File: src/rtl/alu_op_sequencer.sv
// Sequences one instruction at a time through a shared 1-cycle register-file read port and a combinational alu.
// Latency: accept at edge 0, rf_we in cycle 4, rsp_valid from cycle 5; one instruction every 6 cycles.
// Backpressure: cmd_ready only in IDLE; response held stable in RESP until rsp_ready.
module alu_op_sequencer #(
    parameter int CNT_W = 8
) (
    input  logic             clk,
    input  logic             reset,
    input  logic             cmd_valid,
    output logic             cmd_ready,
    input  logic [31:0]      cmd_instr,
    output logic [4:0]       rf_raddr,
    input  logic [31:0]      rf_rdata,
    output logic             rf_we,
    output logic [4:0]       rf_waddr,
    output logic [31:0]      rf_wdata,
    output logic [31:0]      alu_instr,
    output logic [31:0]      alu_regA,
    output logic [31:0]      alu_regB,
    input  logic [31:0]      alu_result,
    input  logic [2:0]       alu_flags,
    output logic             rsp_valid,
    input  logic             rsp_ready,
    output logic [31:0]      rsp_result,
    output logic [2:0]       rsp_flags,
    output logic [2:0]       sticky_flags,
    input  logic             flags_clr,
    output logic [CNT_W-1:0] op_count
);

    typedef enum logic [2:0] {
        IDLE = 3'd0,
        RD_A = 3'd1,
        RD_B = 3'd2,
        EXEC = 3'd3,
        WB   = 3'd4,
        RESP = 3'd5
    } state_t;

    state_t      state, state_nxt;
    logic [31:0] instr_q;
    logic [31:0] op_a;
    logic [4:0]  dest;
    logic        rsp_accept;

    assign rsp_accept = (state == RESP) && rsp_ready;
    // R-type writes rd, I-type writes rt
    assign dest       = (instr_q[31:26] == 6'd0) ? instr_q[15:11] : instr_q[20:16];
    assign rf_waddr   = dest;
    assign rf_wdata   = rsp_result;

    always_ff @(posedge clk) begin
        if (reset) begin
            state <= IDLE;
        end else begin
            state <= state_nxt;
        end
    end

    always_ff @(posedge clk) begin
        if (reset) begin
            instr_q      <= '0;
            op_a         <= '0;
            rsp_result   <= '0;
            rsp_flags    <= '0;
            sticky_flags <= '0;
            op_count     <= '0;
        end else begin
            if (state == IDLE && cmd_valid) begin
                instr_q <= cmd_instr;
            end
            if (state == RD_B) begin
                op_a <= rf_rdata;
            end
            if (state == EXEC) begin
                rsp_result <= alu_result;
                rsp_flags  <= alu_flags;
            end
            if (rsp_accept) begin
                op_count <= op_count + CNT_W'(1);
            end
            // A coincident clear beats the accumulate
            if (flags_clr) begin
                sticky_flags <= '0;
            end else if (rsp_accept) begin
                sticky_flags <= sticky_flags | rsp_flags;
            end
        end
    end

    always_comb begin
        state_nxt = state;
        case (state)
            IDLE:    if (cmd_valid) state_nxt = RD_A;
            RD_A:    state_nxt = RD_B;
            RD_B:    state_nxt = EXEC;
            EXEC:    state_nxt = WB;
            WB:      state_nxt = RESP;
            RESP:    if (rsp_ready) state_nxt = IDLE;
            default: state_nxt = IDLE;
        endcase
    end

    always_comb begin
        cmd_ready = 1'b0;
        rf_raddr  = '0;
        alu_instr = '0;
        alu_regA  = '0;
        alu_regB  = '0;
        rf_we     = 1'b0;
        rsp_valid = 1'b0;
        case (state)
            IDLE: cmd_ready = 1'b1;
            RD_A: rf_raddr = instr_q[25:21];
            RD_B: rf_raddr = instr_q[20:16];
            EXEC: begin
                // Fixed rs=0/rt=1 fields steer the alu to regA/regB even when rs==rt
                alu_instr = {instr_q[31:26], 5'd0, 5'd1, instr_q[15:0]};
                alu_regA  = op_a;
                alu_regB  = rf_rdata;
            end
            WB:   rf_we = (dest != 5'd0);
            RESP: rsp_valid = 1'b1;
            default: ;
        endcase
    end

endmodule

File: config.mk
export PLATFORM = sky130hd
export DESIGN_NAME = alu_op_sequencer
export DESIGN_NICKNAME = d
export VERILOG_FILES = /design/src/rtl/alu_op_sequencer.sv
export SDC_FILE = /design/constraint.sdc
export NUM_CORES = 1
export LEC_CHECK = 0
export CAP_MARGIN = 20
export CELL_PAD_IN_SITES_DETAIL_PLACEMENT = 1
export CELL_PAD_IN_SITES_GLOBAL_PLACEMENT = 1
export CORE_ASPECT_RATIO = 1.25
export CORE_UTILIZATION = 28
export CTS_CLUSTER_DIAMETER = 80
export DETAILED_ROUTE_END_ITERATION = 6
export PLACE_DENSITY = 0.88
export REMOVE_ABC_BUFFERS = 1
export SYNTH_ARGS = -nofsm -noshare
export SYNTH_HDL_FRONTEND = slang
export SYNTH_SLANG_ARGS = --single-unit
File: constraint.sdc
create_clock -name clk -period 3 [get_ports clk]
set_input_delay 0.3 -clock clk [delete_from_list [all_inputs] [get_ports clk]]
set_output_delay 0.3 -clock clk [all_outputs]
set_load 0.005 [all_outputs]
# == Yosys cells after proc, flatten, opt, wreduce, memory -nomap -nowiden ==
# Index checks and enable logic that the tools add are counted.
# totals
register_bits,113
latchBits,0
ram_bits,0
mem_bits_ro,0
in_bits,104
output_inout_bits,187
word_cells,34
mem_count,0
# classes
add_sub_neg,1
mul,0
n_div,0
order_cmp,0
eq_ne,7
n_shift,0
n_mux,11
bitwise,1
n_reduce_logical,7
# op_table
cell,n
32-bit 2-to-1 mux,3
3-bit one-hot mux with 6 select lines,1
5-bit one-hot mux with 2 select lines,1
"8-bit by 1-bit adder with 8-bit output, second input constant",1
"3-bit by 2-bit == test with 1-bit output, second input constant",2
"3-bit == test, second input constant",2
6-bit zero test,1
3-bit 2-to-1 mux,2
5-bit 2-to-1 mux,1
5-bit nonzero test,1
"2-bit != test, second input constant",2
"3-bit by 1-bit == test with 1-bit output, second input constant",1
3-bit zero test,1
1-bit 2-to-1 mux,3
3-bit OR,1
1-bit logical AND,2
2-bit AND reduction,1
2-bit OR reduction,1

# == Longest topological paths before layout ==
# logic_depth
depth_word,4
depth_mapped,7
depth_no_buf,4

# == Worst setup path after synthesis ==
# Ideal clock, no wire load.
# synth_path
path_kind,register to output
start,reg state[1]
end,out alu_instr[0]
arrival_ps,1309
t_required_ps,2700
path_slack_ps,1391
stages_incl_launch_ff,7
path_buffers,3
cell_sequence,dfxtp_1 -> buf_2 -> nand3b_4 -> inv_1 -> buf_2 -> clkbuf_1 -> and2_1
# synth_between
elab_chain_cells,2
# synth_lines
element,line_no,text
"start, declared",40,"state_t state, state_nxt;"
"start signal, assigned",56,state <= state_nxt;
3-bit by 2-bit == test with 1-bit output,112,case (state)
32-bit 2-to-1 mux,112,
"end, declared",17,"output logic [31:0] alu_instr,"
# No other way between the ends.

# == Worst setup path in the final report ==
# layout_path
start,reg instr_q[27]
end,out rf_we
# layout_between
elab_chain_cells,4
# layout_lines
element,line_no,text
"start, declared",41,logic [31:0] instr_q;
"start signal, assigned",70,instr_q <= cmd_instr;
6-bit zero test,48,assign dest = (instr_q[31:26] == 6'd0) ? instr_q[15:11] : instr_q[20:16];
5-bit 2-to-1 mux,48,
5-bit nonzero test,122,WB: rf_we = (dest != 5'd0);
1-bit 2-to-1 mux,112,
"end, declared",14,"output logic rf_we,"
# No other way between the ends.

==> reports/qor.csv <==
stage,metric,value,unit
synth,netlist_area,5110,um2
power,p_total,4.29,mW
floorplanning,initial_core_util,29.0,%
hold_path,hold_start,reset,
synth,yosysWarningCount,0,
placement,place_hpwl,13100,um
global_route,grt_pass1_vias,5535,
critical_path,reg2reg_from,state[1],
layout,instances_no_fill,1132,
floorplanning,die_area,18800,um2
global_route,grt_pass1_wl,28800,um
floorplanning,die_y,153,um
global_route,grt-ovfl-total,0,
clocking,cts_buffer_depth,2,
drt,drt-total-wl,18100,um
synth,synth.most_common_cell,nand2_1,
critical_path,criticalPathCategory,reg2out,
synth,synth.distinct_cells,35,
critical_path,critPathRequiredTime,2700,ps
global_route,grtUsageTotal,19.8,%
sta,fmax,356,MHz
sta,slew_violations,0,
global_route,grt_max_degree,63,
drt,drtPass1Iterations,4,
synth,synth_top_cell_by_area,dfxtp_1,
synth,ys.flop_type,dfxtp_1,
sta,rsz0062_at_grt,no,
synth,async_reset_ff_share,0,%
hold_path,hold_path.class,in2reg,
clocking,hold_buffers,0,
sta,min_period,2810,ps
layout,fin_util,47.9,%
layout,syn_to_final_growth,65.1,%
critical_path,endpoint_kind,primary output,
clocking,cts_sinks,113,
clocking,worstSkewPairLatency,420,ps
critical_path,cp_max_fo,6,
layout,drive_gt1_share,5.84,%
floorplanning,die_w,123,um
global_route,antenna_found_initial,1,
clocking,clkTransAtPathRegs,60,ps
clocking,cts_resized,0,
layout,nFillCells,2076,
clocking,cts_buffers,17,
clocking,postCtsSetupRepairBufs,0,
synth,synth_common_cells,"nand2_1, dfxtp_1, a21oi_1, and2_1, buf_4",
placement,dp_cells,1100,
critical_path,startpoint,instr_q[27],
layout,layout.nets,1000,
synth,syn_area_per_cell,7.67,um2
synth,synthTopCellsByArea,"dfxtp_1, nand2_1, a21oi_1",
floorplanning,core,17600,um2
sta,fin_skew,7.76,ps
job,maxCapViolCount,0,
clocking,htreeDepth,4,
outcome,status,"complete, no violations",
drt,drtIter0Drc,172,
critical_path,crit_arrival,2510,ps
floorplanning,ios,291,
sta,hold_viol,0,
drt,drc,0,
sta,setup_tns,0,ps
layout,stdcell_area,8440,um2
drt,vias_per_cell,4.67,
placement,gp_congestion,0.733,
critical_path,cp-start-kind,register,
synth,synth_top_area_share,44.3,%
synth,syn_inst,666,
clocking,cts_tree,yes,
drt,ant_nets,0,
sta,worst_pin_slew,720,ps
floorplanning,rows,54,
sta,setup_viol,0,
power,total_leakage_power,3.07,nW
sta,period_share,93.7,%
synth,synth_edf_count,0,
sta,slew_headroom,52.0,%
power,p_per_area,508,nW/um2
synth,synth-seq-cells,113,
placement,port_buffers,281,
clocking,cts-root-buf,clkbuf_16,
placement,post_dp_cell_area,7820,um2
power,vdd_drop_max,0.331,mV
synth,ys_seq_area_share,44.3,%
drt,wl_per_cell,16.0,um
drt,vias,5282,
worst paths after layout:
path / end / slack (ps) / cells after the start
worst max-delay path: rf_we / 190 / 4
worst min-delay path: op_count[0] / 380 / 2
worst max register to register: rf_wdata[12] / 1140 / 6
worst min register to register: op_a[10] / 450 / 2
state kept, by name, indices dropped and copies added, names as in the netlist:
name          cells
instr_q          32
op_a             32
op_count          8
rf_wdata         32
rsp_flags         3
state             3
sticky_flags      3
critical path: stages, from the launching register on:
cell	delay, ps
dfxtp_1	320
nor4_1	460
nand2_1	270
a2111oi_0	450
clkdlybuf4s50_1	600
layout by cell type (no fill, tap or decap), types with 2 or more instances in the layout:
cell type        netlist  routed
nor2b_1                3       3
nand2_1              203     203
buf_4                 41      10
nand3_1                2       2
and4b_1                2       2
clkbuf_16              0      17
nor2_1                12      12
clkdlybuf4s50_1        0     280
a21oi_1              110     110
o31ai_1                4       4
clkbuf_8               0       4
or4_1                  5       5
nor3_1                 4       4
and2_1                87      87
nor4_1                 2       2
conb_1                 1       9
a22oi_1                5       5
clkinvlp_4             0       4
clkinv_2               0       2
bufinv_16              0       3
nand4_1                2       2
mux2_2                 6       6
dfxtp_1              113     113
logic make-up (layout without fill, tap and decap cells):
logic type	Yosys count	count (layout)	share of synthesized area (%)
and+or+nand+nor	330	330	31.0
AOI/OAI and AO/OA	123	123	12.7
DFF	113	113	44.3
buffers and inverters	91	324	10.2
muxes	6	6	1.32
adders and majority gates	1	1	0.245
other	1	10	0.0734
xor gates and xnor gates	1	1	0.171
per-layer routing:
metal  GRT usage (%)  vias up  routed length, um
li1                -     2563                  -
met1            20.3     2503               6840
met2            37.2      188               9710
met4            7.43        0                383
met5               0        -                  0
met3            5.45       28               1190
power by group:
group          switching [mW]  internal (mW)
logic                   0.257          0.297
registers              0.0591           1.58
clock network           0.710           1.38
total                    1.03           3.26
layout make-up:
cell class / instances / area, um2 / share of cell area (%)
antenna: 1 / 2.50 / 0.0297
timing repair buffer: 291 / 2900 / 34.3
sequential: 113 / 2260 / 26.8
multi-input combinational: 470 / 2370 / 28.1
tap: 224 / 280 / 3.32
clock buffer: 22 / 484 / 5.74
inverter: 2 / 7.51 / 0.0890
clock inverter: 9 / 130 / 1.54
per-stage QoR:
| step | worst slack, ps | hold WS, ps |
|---|---|---|
| CTS | 173 | 360 |
| finish | 188 | 376 |
| global placement | 490 | 438 |
| global route | 35.6 | 425 |
| floorplan | 91.2 | 369 |
| detailed placement | 624 | 443 |
No activity file was read; power rests on OpenSTA's default activity.
